==> src/rtl/timer_scheduler.sv <==
// Shared-prescaler countdown timers: NCH channels armed through one round-robin
// arbitrated load port, each counting whole seconds down to an expire pulse.
module timer_scheduler #(
    parameter int NCH      = 4,
    parameter int TICK_DIV = 50_000_000,
    parameter int SECW     = 8
) (
    input  logic                    clock,
    input  logic                    reset,
    input  logic [NCH-1:0]          req,
    input  logic [NCH*SECW-1:0]     req_secs,
    input  logic [NCH-1:0]          cancel,
    input  logic [$clog2(NCH)-1:0]  mon_sel,
    output logic [NCH-1:0]          grant,
    output logic [NCH-1:0]          busy,
    output logic [NCH-1:0]          expire,
    output logic                    tick,
    output logic [SECW-1:0]         mon_secs
);

    localparam int PW = $clog2(NCH);
    localparam int AW = $clog2(TICK_DIV);
    localparam logic [AW-1:0] ACC_LAST = AW'(TICK_DIV - 1);

    typedef enum logic {IDLE = 1'b0, RUNNING = 1'b1} ch_state_e;

    ch_state_e       state_q [NCH];
    ch_state_e       state_d [NCH];
    logic [SECW-1:0] cnt_q   [NCH];
    logic [SECW-1:0] cnt_d   [NCH];
    logic [NCH-1:0]  grant_d;
    logic [NCH-1:0]  expire_d;
    logic [NCH-1:0]  eligible;
    logic [PW-1:0]   ptr_q;
    logic [PW-1:0]   ptr_d;
    logic [PW-1:0]   win_idx;
    logic            win_valid;
    logic [AW-1:0]   accum;

    // NOTE: state registers use non-blocking assignments so every flop samples pre-edge values.
    always_ff @(posedge clock) begin
        if (reset) begin
            accum <= '0;
            tick  <= 1'b0;
        end else if (accum == ACC_LAST) begin
            accum <= '0;
            tick  <= 1'b1;
        end else begin
            accum <= accum + AW'(1);
            tick  <= 1'b0;
        end
    end

    always_comb begin
        for (int i = 0; i < NCH; i++) begin
            busy[i] = (state_q[i] == RUNNING);
        end
    end

    // NOTE: every always_comb output gets a default first so no path can infer a latch.
    always_comb begin
        eligible  = req & ~busy & ~cancel;
        win_valid = 1'b0;
        win_idx   = '0;
        for (int k = 0; k < NCH; k++) begin
            if (!win_valid && eligible[(int'(ptr_q) + k) % NCH]) begin
                win_valid = 1'b1;
                win_idx   = PW'((int'(ptr_q) + k) % NCH);
            end
        end

        ptr_d = ptr_q;
        if (win_valid) begin
            ptr_d = (win_idx == PW'(NCH - 1)) ? '0 : win_idx + PW'(1);
        end

        for (int i = 0; i < NCH; i++) begin
            state_d[i]  = state_q[i];
            cnt_d[i]    = cnt_q[i];
            grant_d[i]  = 1'b0;
            expire_d[i] = 1'b0;
            if (state_q[i] == RUNNING) begin
                // Cancel outranks both a zero-length load and a final tick.
                if (cancel[i]) begin
                    state_d[i] = IDLE;
                    cnt_d[i]   = '0;
                end else if (cnt_q[i] == '0 || (tick && cnt_q[i] == SECW'(1))) begin
                    state_d[i]  = IDLE;
                    cnt_d[i]    = '0;
                    expire_d[i] = 1'b1;
                end else if (tick) begin
                    cnt_d[i] = cnt_q[i] - SECW'(1);
                end
            end else if (win_valid && win_idx == PW'(i)) begin
                state_d[i] = RUNNING;
                cnt_d[i]   = req_secs[i*SECW +: SECW];
                grant_d[i] = 1'b1;
            end
        end
    end

    // NOTE: the count array is a handful of flops, not a RAM, so it is reset with everything else.
    always_ff @(posedge clock) begin
        if (reset) begin
            ptr_q    <= '0;
            grant    <= '0;
            expire   <= '0;
            mon_secs <= '0;
            for (int i = 0; i < NCH; i++) begin
                state_q[i] <= IDLE;
                cnt_q[i]   <= '0;
            end
        end else begin
            ptr_q    <= ptr_d;
            grant    <= grant_d;
            expire   <= expire_d;
            mon_secs <= (int'(mon_sel) < NCH) ? cnt_q[mon_sel] : '0;
            for (int i = 0; i < NCH; i++) begin
                state_q[i] <= state_d[i];
                cnt_q[i]   <= cnt_d[i];
            end
        end
    end

endmodule

==> config.mk <==
export PLATFORM = sky130hd
export DESIGN_NAME = timer_scheduler
export DESIGN_NICKNAME = d
export VERILOG_FILES = /design/src/rtl/timer_scheduler.sv
export SDC_FILE = /design/constraint.sdc
export NUM_CORES = 1
export LEC_CHECK = 0
export CORE_UTILIZATION = 60
export DETAILED_ROUTE_END_ITERATION = 12
export GPL_ROUTABILITY_DRIVEN = 0
export PLACE_DENSITY = 0.94
export SLEW_MARGIN = 20
export SYNTH_ARGS = -nofsm -noshare
export SYNTH_HDL_FRONTEND = slang
export SYNTH_SLANG_ARGS = --single-unit
==> constraint.sdc <==
create_clock -name clock -period 4.4 [get_ports clock]
set_clock_uncertainty 0.1 [all_clocks]
set_input_delay 0.44 -clock clock [delete_from_list [all_inputs] [get_ports clock]]
set_output_delay 0.44 -clock clock [all_outputs]
set_load 0.01 [all_outputs]
; After elaboration in Yosys (flattened, before gate mapping)
; Memories as Yosys holds them, arrays and structs flattened. A register that Yosys moved wholly into a read port is not among the register bits.
; Cells that the tools add are included.
[totals]
ff_bits = 37
latch_bits = 0
mem_bits_rw = 36
rom_bits = 0
out_inout_bits = 21
elab_cells = 160
n_memories = 2
[memory_table]
columns = memory, words, width, rd, rd_ports_with_merged_regs, wr, line
row1 = cnt_q, 4, 8, 5, 1, 4, 29  ; logic [SECW-1:0] cnt_q [NCH];
row2 = state_q, 4, 1, 4, 0, 4, 27  ; ch_state_e state_q [NCH];
[op_classes]
add_sub_neg = 9
multipliers = 0
div = 0
order_cmp = 4
n_eq_ne = 8
n_shift = 0
n_mux = 72
bitwise = 19
reduce_logical = 35
[op_table]
columns = operator, count
row1 = 8-bit two-way mux, 24
row2 = 1-bit two-way mux, 39
row3 = "8-bit by 1-bit == test with 1-bit output, second input constant", 4
row4 = 8-bit logical NOT, 4
row5 = "8-bit by 1-bit subtractor with 8-bit output, second input constant", 4
row6 = "26-bit by 1-bit adder with 26-bit output, second input constant", 1
row7 = "26-bit == test, second input constant", 1
row8 = 2-bit OR reduction, 8
row9 = "3-bit by 4-bit < comparator with 1-bit output, second input constant", 3
row10 = 3-bit OR reduction, 4
row11 = 1-bit logical AND, 11
row12 = 2-bit two-way mux, 5
row13 = 4-bit bitwise AND, 2
row14 = 1-bit binary-select mux with 2-bit select, 4
row15 = 4-bit NOT, 2
row16 = 1-bit bitwise OR, 8
row17 = "2-bit by 1-bit adder with 2-bit output, second input constant", 2
row18 = "2-bit adder, second input constant", 2
row19 = "2-bit == test, second input constant", 2
row20 = 1-bit logical OR, 4
row21 = 1-bit NOT, 4
row22 = "1-bit bitwise AND, first input constant", 3
row23 = 1-bit logical NOT, 3
row24 = "2-bit by 3-bit < comparator with 1-bit output, second input constant", 1
row25 = 2 further kinds, 2

; Longest topological paths before layout
; Gate-level depths: netlist (run 1).
[logic_depth]
depth_word = 20
ltp_mapped = 12
depth_no_buf = 10

; Least setup slack after synthesis (run 1)
; No wires, ideal clock.
[synth_path]
path_type = input-to-reg
start = input cancel[3]
end = memory cnt_q[0][7]
arrival_ns = 2.275
slack_ns = 1.898
stages = 11
n_path_buf = 1
path_cell_list = or3b_2 a21oi_1 o22ai_1 a31oi_1 inv_1 ha_1 o41ai_1 a2bb2oi_4 buf_6 nor2_1 a211oi_2
[synth_lines]
columns = item, line
row1 = "start, declared", 12  ; input logic [NCH-1:0] cancel,
row2 = "end, declared", 29

==> results of run 1 <==
[worst register-to-register path, delay by kind of cell (launching register included)]
kind                     cells  cell delay, ns
AND/OR/NAND/NOR              2            0.70
flip-flops                   1            0.46
AO/OA/AOI/OAI                6            1.47
adder cells (fa/ha/maj)      1            0.22
[cells in the mapped netlist, types with 4 or more instances]
cell | count | share of area (%)
sky130_fd_sc_hd__nor3b_1 | 12 | 1.9
sky130_fd_sc_hd__dfxtp_1 | 81 | 34
sky130_fd_sc_hd__nand2_1 | 20 | 1.6
sky130_fd_sc_hd__nand3_1 | 10 | 1.1
sky130_fd_sc_hd__o22ai_1 | 4 | 0.53
sky130_fd_sc_hd__a211oi_1 | 14 | 2.2
sky130_fd_sc_hd__xnor2_1 | 21 | 3.9
sky130_fd_sc_hd__o2111ai_1 | 4 | 0.74
sky130_fd_sc_hd__nor3_1 | 21 | 2.2
sky130_fd_sc_hd__a31oi_1 | 6 | 0.80
sky130_fd_sc_hd__xor2_1 | 12 | 2.2
sky130_fd_sc_hd__clkbuf_1 | 10 | 0.80
sky130_fd_sc_hd__ha_1 | 17 | 4.5
sky130_fd_sc_hd__o32ai_1 | 4 | 0.74
sky130_fd_sc_hd__buf_4 | 6 | 0.96
sky130_fd_sc_hd__nand2b_1 | 4 | 0.53
sky130_fd_sc_hd__a21o_1 | 5 | 0.80
sky130_fd_sc_hd__or3b_2 | 4 | 0.74
sky130_fd_sc_hd__or2_2 | 4 | 0.53
sky130_fd_sc_hd__mux4_2 | 7 | 3.4
sky130_fd_sc_hd__nor2_1 | 75 | 6.0
sky130_fd_sc_hd__nor2b_1 | 18 | 2.4
sky130_fd_sc_hd__nor4_1 | 13 | 1.7
sky130_fd_sc_hd__nand4_1 | 8 | 1.1
sky130_fd_sc_hd__o21ai_0 | 17 | 1.8
sky130_fd_sc_hd__inv_1 | 26 | 2.1
sky130_fd_sc_hd__clkbuf_8 | 4 | 1.2
sky130_fd_sc_hd__a21oi_1 | 38 | 4.0
sky130_fd_sc_hd__a211oi_2 | 12 | 3.2
[registers in the layout (all words and copies together) (netlist names)]
| register | count |
|---|---|
| tick | 1 |
| grant | 4 |
| expire | 4 |
| ptr_q | 2 |
| state_q | 4 |
| accum | 26 |
| mon_secs | 8 |
| cnt_q | 32 |
[kinds of logic after synthesis]
logic type | Yosys count
XOR/XNOR | 33
adder cells (fa/ha/maj) | 17
AO/OA/AOI/OAI | 124
buffers and inverters | 54
flip-flops | 81
multiplexers | 9
AND/OR/NAND/NOR | 209
[metal layers]
metal	share of wire, %	routed length, um	vias to the layer above	track usage, %
met4	2.6	298	0	11.8
met5	0	0	-	0
met2	48	5580	223	47.9
met3	7.8	909	32	5.98
li1	-	-	2004	-
met1	42	4860	2089	37.6
[power by group through the flow]
stage / Sequential, W / Clock (W) / Combinational [W]
floorplan: 0.000888 / 0 / 0.000507
global placement: 0.000920 / 0 / 0.000603
detailed placement: 0.000924 / 0 / 0.000632
CTS: 0.000908 / 0.000586 / 0.000637
global route: 0.000922 / 0.000614 / 0.000708
finish: 0.000914 / 0.000582 / 0.000647
[worst paths after layout]
path	startpoint	to	slack (ns)
worst max-delay path	cancel[0]	cnt_q[3][3]	1.28
worst min-delay path	accum[0]	accum[0]	0.39
worst max register to register	state_q[0]	cnt_q[3][3]	1.37
worst min register to register	accum[0]	accum[0]	0.39
[layout make-up]
| type | count | area (um^2) |
|---|---|---|
| repair buffers | 66 | 653 |
| clock buffers | 13 | 169 |
| multi-input cells | 392 | 2790 |
| fillers | 499 | 1900 |
| flip-flops and latches | 81 | 1620 |
| inverters | 27 | 101 |
| clock inverters | 3 | 46.3 |
| well taps | 99 | 124 |
[stage by stage]
stage                     total power [W]  utilization, %  hold WS (ns)  setup WS, ns  area [um^2]
after CTS                         0.00213            74.2         0.392          1.35         5500
after global routing              0.00224            74.3         0.401          1.09         5500
after detailed placement          0.00156            71.3         0.373         0.982         5280
after global placement            0.00152            71.3         0.344          1.09         5280
final                             0.00214            74.3         0.387          1.28         5500
after floorplan                   0.00139               -         0.330          1.90         4710
==> run_summary.xml, run 1 <==
<?xml version="1.0" encoding="UTF-8"?>
<metrics>
  <group name="global_route">
    <metric name="globalRouteTotalUtil" unit="%">29.3</metric>
    <metric name="overflow" unit="">0</metric>
    <metric name="grt_start_max_net_pins" unit="">58</metric>
    <metric name="grt_pass1_wl" unit="um">19500</metric>
    <metric name="antenna_violations_before_repair" unit="">0</metric>
    <metric name="grt_pass1_vias" unit="">4147</metric>
  </group>
  <group name="timing">
    <metric name="totalNegativeSetupSlack" unit="ns">0</metric>
    <metric name="timing_max_transition_violations_final" unit="">0</metric>
    <metric name="slew_at_the_pin_closest_to_its_max_slew_limit" unit="ns">0.842</metric>
    <metric name="max_freq" unit="MHz">321</metric>
    <metric name="slew-limit-headroom" unit="%">43.2</metric>
    <metric name="period_minus_slack" unit="ns">3.12</metric>
    <metric name="setup_viol" unit="">0</metric>
    <metric name="hold_viol" unit="">0</metric>
    <metric name="final.period_utilization" unit="%">70.9</metric>
    <metric name="setup_repair_after_global_routing_missed_its_margin" unit="">no</metric>
  </group>
  <group name="power">
    <metric name="power.switching_fraction" unit="%">33.7</metric>
    <metric name="p_int" unit="W">0.00142</metric>
    <metric name="seq_power_share" unit="%">42.7</metric>
    <metric name="power.leakage" unit="nW">1.92</metric>
    <metric name="comb_power_share" unit="%">30.2</metric>
    <metric name="power_density" unit="mW/mm^2">389</metric>
    <metric name="p_clk_share" unit="%">27.2</metric>
    <metric name="switchingPower" unit="W">0.000722</metric>
    <metric name="power.ir.vdd_worst" unit="mV">0.191</metric>
  </group>
  <group name="clock_network">
    <metric name="cts_tree" unit="">built</metric>
    <metric name="cts.root.buffer_cell" unit="">sky130_fd_sc_hd__clkbuf_8</metric>
    <metric name="clock_latency" unit="ns">0.36</metric>
    <metric name="clkSlewWorstSetupHoldPaths" unit="ns">0.08</metric>
    <metric name="cts_inserted_buffers" unit="">9</metric>
    <metric name="post_cts.repair.setup_buffers" unit="">0</metric>
    <metric name="cts.repair.resized" unit="">0</metric>
    <metric name="cts_hold_buffers" unit="">0</metric>
    <metric name="clock_tree.buffer_depth" unit="">2</metric>
    <metric name="cts-htree-levels" unit="">3</metric>
    <metric name="cts_num_sinks" unit="">81</metric>
  </group>
  <group name="floorplanning">
    <metric name="boundaryPins" unit="">65</metric>
    <metric name="initial_core_util" unit="%">63.5</metric>
    <metric name="coreArea" unit="mm^2">0.00741</metric>
    <metric name="height_of_the_die" unit="um">90.6</metric>
    <metric name="rows" unit="">31</metric>
    <metric name="die_x" unit="um">90.6</metric>
    <metric name="die_area" unit="mm^2">0.00820</metric>
  </group>
  <group name="yosys">
    <metric name="syn-mean-instance-area" unit="um^2">8.93</metric>
    <metric name="ys_seq_area_share" unit="%">34.5</metric>
    <metric name="synth-compound-area-share" unit="%">20.9</metric>
    <metric name="synth-edff-count" unit="">0</metric>
    <metric name="synthXorXnorAreaFrac" unit="%">6.14</metric>
    <metric name="main_synth_ff_type" unit="">sky130_fd_sc_hd__dfxtp_1</metric>
    <metric name="synth_cells" unit="">527</metric>
    <metric name="synth_warnings" unit="">0</metric>
    <metric name="postSynth.asyncResetShare" unit="%">0</metric>
    <metric name="combinational_family_with_the_most_area_after_synthesis" unit="">simple AND/OR/NAND/NOR gates</metric>
    <metric name="synth-seq-cells" unit="">81</metric>
    <metric name="syn_area" unit="mm^2">0.00471</metric>
    <metric name="muxShareOfSynthArea" unit="%">4.12</metric>
    <metric name="syn-num-nets" unit="">588</metric>
    <metric name="post_synth_fa_ha_maj_area_fraction" unit="%">4.52</metric>
    <metric name="yosys.area_share.simple" unit="%">23.5</metric>
    <metric name="synth_cell_type_count" unit="">57</metric>
  </group>
  <group name="routing">
    <metric name="route.detailed.drc" unit="">0</metric>
    <metric name="drtPass1Iterations" unit="">5</metric>
    <metric name="post_drt_wl_per_cell" unit="um">17.1</metric>
    <metric name="detail_route.vias_per_cell" unit="">6.38</metric>
    <metric name="postRouteAntennaNets" unit="">0</metric>
    <metric name="num_vias" unit="">4348</metric>
    <metric name="postRouteWirelength" unit="um">11600</metric>
    <metric name="drtIter0Drc" unit="">439</metric>
  </group>
  <group name="setup_path">
    <metric name="cp_peak_stage_delay" unit="ns">0.63</metric>
    <metric name="cp_slowest_cell" unit="">sky130_fd_sc_hd__a31oi_1</metric>
    <metric name="critPathTopFamily" unit="">compound AO/OA/AOI/OAI gates</metric>
    <metric name="worst-r2r-cell-count" unit="">9</metric>
    <metric name="timing.critical_path.cells" unit="">clkdlybuf4s50_1 &gt; or3b_2 &gt; o21ai_0 &gt; a21oi_1 &gt; nor2_1 &gt; a21oi_1 &gt; ha_1 &gt; a31oi_1 &gt; o21ai_0 &gt; a21oi_1</metric>
    <metric name="start_kind" unit="">input pin</metric>
    <metric name="timing.critical_path.mode_cell" unit="">sky130_fd_sc_hd__a21oi_1</metric>
    <metric name="worst-path-max-fanout" unit="">10</metric>
    <metric name="cp_data_required_time" unit="ns">4.57</metric>
    <metric name="timing.critical_path.buf_inv" unit="">1</metric>
    <metric name="worst-endpoint-arrival" unit="ns">3.29</metric>
    <metric name="end_kind" unit="">flop</metric>
    <metric name="cp.depth" unit="">10</metric>
    <metric name="path_class" unit="">input pin to flop</metric>
  </group>
  <group name="placed_design">
    <metric name="dp_cells" unit="">665</metric>
    <metric name="place.port_buffers" unit="">64</metric>
    <metric name="place.detailed.hpwl" unit="um">8460</metric>
  </group>
  <group name="min_path">
    <metric name="hold_path.class" unit="">flop to flop</metric>
    <metric name="hold-path-cell-count" unit="">1</metric>
  </group>
  <group name="final_layout">
    <metric name="synthToLayoutAreaGrowth" unit="%">17.0</metric>
    <metric name="antenna-diode-count" unit="">0</metric>
    <metric name="finalNonFillerCells" unit="">681</metric>
    <metric name="most_frequent_cells_in_the_layout" unit="">81 x sky130_fd_sc_hd__dfxtp_1, 75 x sky130_fd_sc_hd__nor2_1, 63 x sky130_fd_sc_hd__clkdlybuf4s50_1</metric>
    <metric name="final_common_cell" unit="">sky130_fd_sc_hd__dfxtp_1</metric>
    <metric name="nNetsFinal" unit="">638</metric>
    <metric name="drive_gt1_share" unit="%">10.3</metric>
  </group>
  <group name="job">
    <metric name="max_cap_violations" unit="">0</metric>
  </group>
  <group name="run_status">
    <metric name="run_status" unit="">finished clean</metric>
  </group>
</metrics>
Note: power is estimated with default switching activity, not from simulation.
==> run 2: changes to the inputs <==
--- a/config.mk
+++ b/config.mk
@@ -5,10 +5,10 @@
 export SDC_FILE = /design/constraint.sdc
 export NUM_CORES = 1
 export LEC_CHECK = 0
-export CORE_UTILIZATION = 60
+export CORE_UTILIZATION = 50
 export DETAILED_ROUTE_END_ITERATION = 12
 export GPL_ROUTABILITY_DRIVEN = 0
-export PLACE_DENSITY = 0.94
+export PLACE_DENSITY = 0.85
 export SLEW_MARGIN = 20
 export SYNTH_ARGS = -nofsm -noshare
 export SYNTH_HDL_FRONTEND = slang
==> constraint.sdc (replaced) <==
create_clock -name clock -period 2.83 [get_ports clock]
set_clock_uncertainty 0.1 [all_clocks]
set_input_delay 0.283 -clock clock [delete_from_list [all_inputs] [get_ports clock]]
set_output_delay 0.283 -clock clock [all_outputs]
set_load 0.01 [all_outputs]
==> run_summary.xml, run 2 (same netlist as run 1, synthesis figures left out) <==
<?xml version="1.0" encoding="UTF-8"?>
<metrics>
  <group name="global_route">
    <metric name="overflow" unit="">0</metric>
    <metric name="antenna_violations_before_repair" unit="">0</metric>
    <metric name="globalRouteTotalUtil" unit="%">24.9</metric>
    <metric name="grt_start_max_net_pins" unit="">38</metric>
    <metric name="grt_pass1_wl" unit="um">19600</metric>
    <metric name="grt_pass1_vias" unit="">4198</metric>
  </group>
  <group name="floorplanning">
    <metric name="boundaryPins" unit="">65</metric>
    <metric name="die_area" unit="mm^2">0.00980</metric>
    <metric name="height_of_the_die" unit="um">99.0</metric>
    <metric name="initial_core_util" unit="%">51.2</metric>
    <metric name="coreArea" unit="mm^2">0.00920</metric>
    <metric name="rows" unit="">35</metric>
    <metric name="die_x" unit="um">99.0</metric>
  </group>
  <group name="setup_path">
    <metric name="r2r_slack" unit="ns">0.21</metric>
    <metric name="path_class" unit="">input pin to flop</metric>
    <metric name="worstReg2RegStart" unit="">state_q[3]</metric>
    <metric name="worst-path-max-fanout" unit="">12</metric>
    <metric name="crit-reg2reg-capture" unit="">cnt_q[0][7]</metric>
    <metric name="cp_data_required_time" unit="ns">3.00</metric>
    <metric name="timing.critical_path.buf_inv" unit="">3</metric>
    <metric name="cp_peak_stage_delay" unit="ns">0.47</metric>
    <metric name="critPathTopFamily" unit="">compound AO/OA/AOI/OAI gates</metric>
    <metric name="timing.critical_path.cells" unit="">clkdlybuf4s50_1 &gt; or3b_2 &gt; a21oi_1 &gt; o22ai_1 &gt; a31oi_1 &gt; inv_1 &gt; ha_1 &gt; o41ai_1 &gt; a2bb2oi_4 &gt; buf_4 &gt; a211oi_2</metric>
    <metric name="cp_slowest_cell" unit="">sky130_fd_sc_hd__clkdlybuf4s50_1</metric>
    <metric name="start_kind" unit="">input pin</metric>
    <metric name="worst-endpoint-arrival" unit="ns">2.87</metric>
    <metric name="worst-r2r-cell-count" unit="">10</metric>
    <metric name="cp.depth" unit="">11</metric>
    <metric name="end_kind" unit="">flop</metric>
  </group>
  <group name="final_layout">
    <metric name="most_frequent_cells_in_the_layout" unit="">81 x sky130_fd_sc_hd__dfxtp_1, 75 x sky130_fd_sc_hd__nor2_1, 63 x sky130_fd_sc_hd__clkdlybuf4s50_1</metric>
    <metric name="largestRegisters" unit="">cnt_q x32, accum x26, mon_secs x8</metric>
    <metric name="final_area" unit="mm^2">0.00575</metric>
    <metric name="nNetsFinal" unit="">665</metric>
    <metric name="max_flop_register" unit="">cnt_q</metric>
    <metric name="number_of_flip_flops_in_the_largest_register" unit="">32</metric>
    <metric name="storage_element_area" unit="mm^2">0.00162</metric>
    <metric name="layout.filler_cells" unit="">758</metric>
    <metric name="drive_gt1_share" unit="%">14.3</metric>
    <metric name="finalNonFillerCells" unit="">720</metric>
    <metric name="final_common_cell" unit="">sky130_fd_sc_hd__dfxtp_1</metric>
    <metric name="antenna-diode-count" unit="">0</metric>
    <metric name="multi_input_comb_area" unit="mm^2">0.00279</metric>
    <metric name="synthToLayoutAreaGrowth" unit="%">22.1</metric>
  </group>
  <group name="timing">
    <metric name="final.period_utilization" unit="%">95.6</metric>
    <metric name="hold_viol" unit="">0</metric>
    <metric name="slew-limit-headroom" unit="%">41.1</metric>
    <metric name="worst_slack" unit="ns">0.126</metric>
    <metric name="timing_max_transition_violations_final" unit="">0</metric>
    <metric name="max_freq" unit="MHz">370</metric>
    <metric name="setup_viol" unit="">0</metric>
    <metric name="setup_repair_after_global_routing_missed_its_margin" unit="">no</metric>
    <metric name="totalNegativeSetupSlack" unit="ns">0</metric>
    <metric name="period_minus_slack" unit="ns">2.70</metric>
    <metric name="slew_at_the_pin_closest_to_its_max_slew_limit" unit="ns">0.876</metric>
  </group>
  <group name="power">
    <metric name="power_density" unit="mW/mm^2">611</metric>
    <metric name="comb_power_share" unit="%">30.5</metric>
    <metric name="switchingPower" unit="W">0.00112</metric>
    <metric name="p_clk_share" unit="%">29.2</metric>
    <metric name="p_int" unit="W">0.00239</metric>
    <metric name="power.switching_fraction" unit="%">31.9</metric>
    <metric name="seq_power_share" unit="%">40.3</metric>
    <metric name="power.leakage" unit="nW">2.06</metric>
    <metric name="power.ir.vdd_worst" unit="mV">0.341</metric>
    <metric name="fin_total_pwr" unit="W">0.00351</metric>
  </group>
  <group name="run_status">
    <metric name="run_status" unit="">finished clean</metric>
  </group>
  <group name="clock_network">
    <metric name="clock_tree.buffer_depth" unit="">2</metric>
    <metric name="cts_hold_buffers" unit="">0</metric>
    <metric name="cts.repair.resized" unit="">0</metric>
    <metric name="clkSlewWorstSetupHoldPaths" unit="ns">0.08</metric>
    <metric name="cts_num_sinks" unit="">81</metric>
    <metric name="post_cts.repair.setup_buffers" unit="">0</metric>
    <metric name="cts.root.buffer_cell" unit="">sky130_fd_sc_hd__clkbuf_8</metric>
    <metric name="clock_latency" unit="ns">0.36</metric>
    <metric name="cts_inserted_buffers" unit="">9</metric>
    <metric name="cts_tree" unit="">built</metric>
    <metric name="cts-htree-levels" unit="">3</metric>
  </group>
  <group name="min_path">
    <metric name="hold-path-cell-count" unit="">1</metric>
    <metric name="hold-path-endpoint" unit="">accum[0]</metric>
    <metric name="hold_path.class" unit="">flop to flop</metric>
    <metric name="hold_path.startpoint" unit="">accum[0]</metric>
  </group>
  <group name="routing">
    <metric name="post_drt_wl_per_cell" unit="um">16.4</metric>
    <metric name="num_vias" unit="">4303</metric>
    <metric name="route.detailed.drc" unit="">0</metric>
    <metric name="postRouteAntennaNets" unit="">0</metric>
    <metric name="postRouteWirelength" unit="um">11800</metric>
    <metric name="drtIter0Drc" unit="">391</metric>
    <metric name="drtPass1Iterations" unit="">5</metric>
    <metric name="detail_route.vias_per_cell" unit="">5.98</metric>
  </group>
  <group name="placed_design">
    <metric name="dp_cells" unit="">704</metric>
    <metric name="place.port_buffers" unit="">64</metric>
    <metric name="detailed_place.area" unit="mm^2">0.00550</metric>
    <metric name="pre_cts_ws" unit="ns">-0.362</metric>
    <metric name="place.detailed.hpwl" unit="um">8790</metric>
  </group>
  <group name="job">
    <metric name="max_cap_violations" unit="">0</metric>
  </group>
</metrics>
==> run 2: cell count changes in the layout (fill, tap and decap cells not counted) <==
cell / before / now
sky130_fd_sc_hd__a31oi_1: 6 / 5
sky130_fd_sc_hd__bufinv_16: 1 / 3
sky130_fd_sc_hd__clkbuf_8: 12 / 10
sky130_fd_sc_hd__buf_4: 3 / 29
sky130_fd_sc_hd__a31oi_2: 0 / 1
sky130_fd_sc_hd__inv_6: 1 / 0
sky130_fd_sc_hd__clkinv_2: 0 / 1
sky130_fd_sc_hd__nor4_2: 1 / 0
sky130_fd_sc_hd__buf_2: 0 / 1
sky130_fd_sc_hd__nor4_1: 12 / 13
==> run 2: final cells by class <==
type | count | area share [%]
Clock inverter | 5 | 1.78
Timing Repair Buffer | 93 | 14.8
Tap cell | 111 | 2.42
Inverter | 27 | 1.76
Clock buffer | 11 | 2.46
Multi-Input combinational cell | 392 | 48.5
Sequential cell | 81 | 28.2
==> run 2: how the worst max path moves through the flow <==
| stage | startpoint | endpoint | slack [ns] |
|---|---|---|---|
| finish | req[3] | cnt_q[0][7] | 0.13 |
| detailed placement | req[0] | cnt_q[3][7] | -0.36 |
| CTS | req[0] | cnt_q[3][7] | 0.01 |
| global placement | req[0] | cnt_q[3][6] | -0.21 |
| floorplan | state_q[0] | cnt_q[3][0] | 0.34 |
| global route | req[3] | cnt_q[0][7] | 0.007 |
==> run 2: power groups by stage <==
stage	sequential [W]	combinational (W)	clock, W
final	0.00141	0.00107	0.00103
after global placement	0.00143	0.00101	0
after detailed placement	0.00143	0.00105	0
after global routing	0.00143	0.00117	0.00110
after CTS	0.00141	0.00106	0.00105
after floorplan	0.00138	0.000788	0
==> run 2: stage by stage <==
| step | hold slack, ns | utilization [%] |
|---|---|---|
| floorplan | 0.330 | - |
| global placement | 0.339 | 59.8 |
| detailed placement | 0.359 | 59.8 |
| CTS | 0.378 | 62.4 |
| global route | 0.406 | 62.5 |
| finish | 0.366 | 62.5 |
==> run 2: layer usage <==
| layer | GRT usage (%) | wire, um | vias up |
|---|---|---|---|
| met4 | 9.18 | 315 | 0 |
| met5 | 0 | 0 | - |
| met1 | 29.2 | 4900 | 2028 |
| met3 | 5.89 | 792 | 31 |
| met2 | 43.9 | 5820 | 178 |
| li1 | - | - | 2066 |
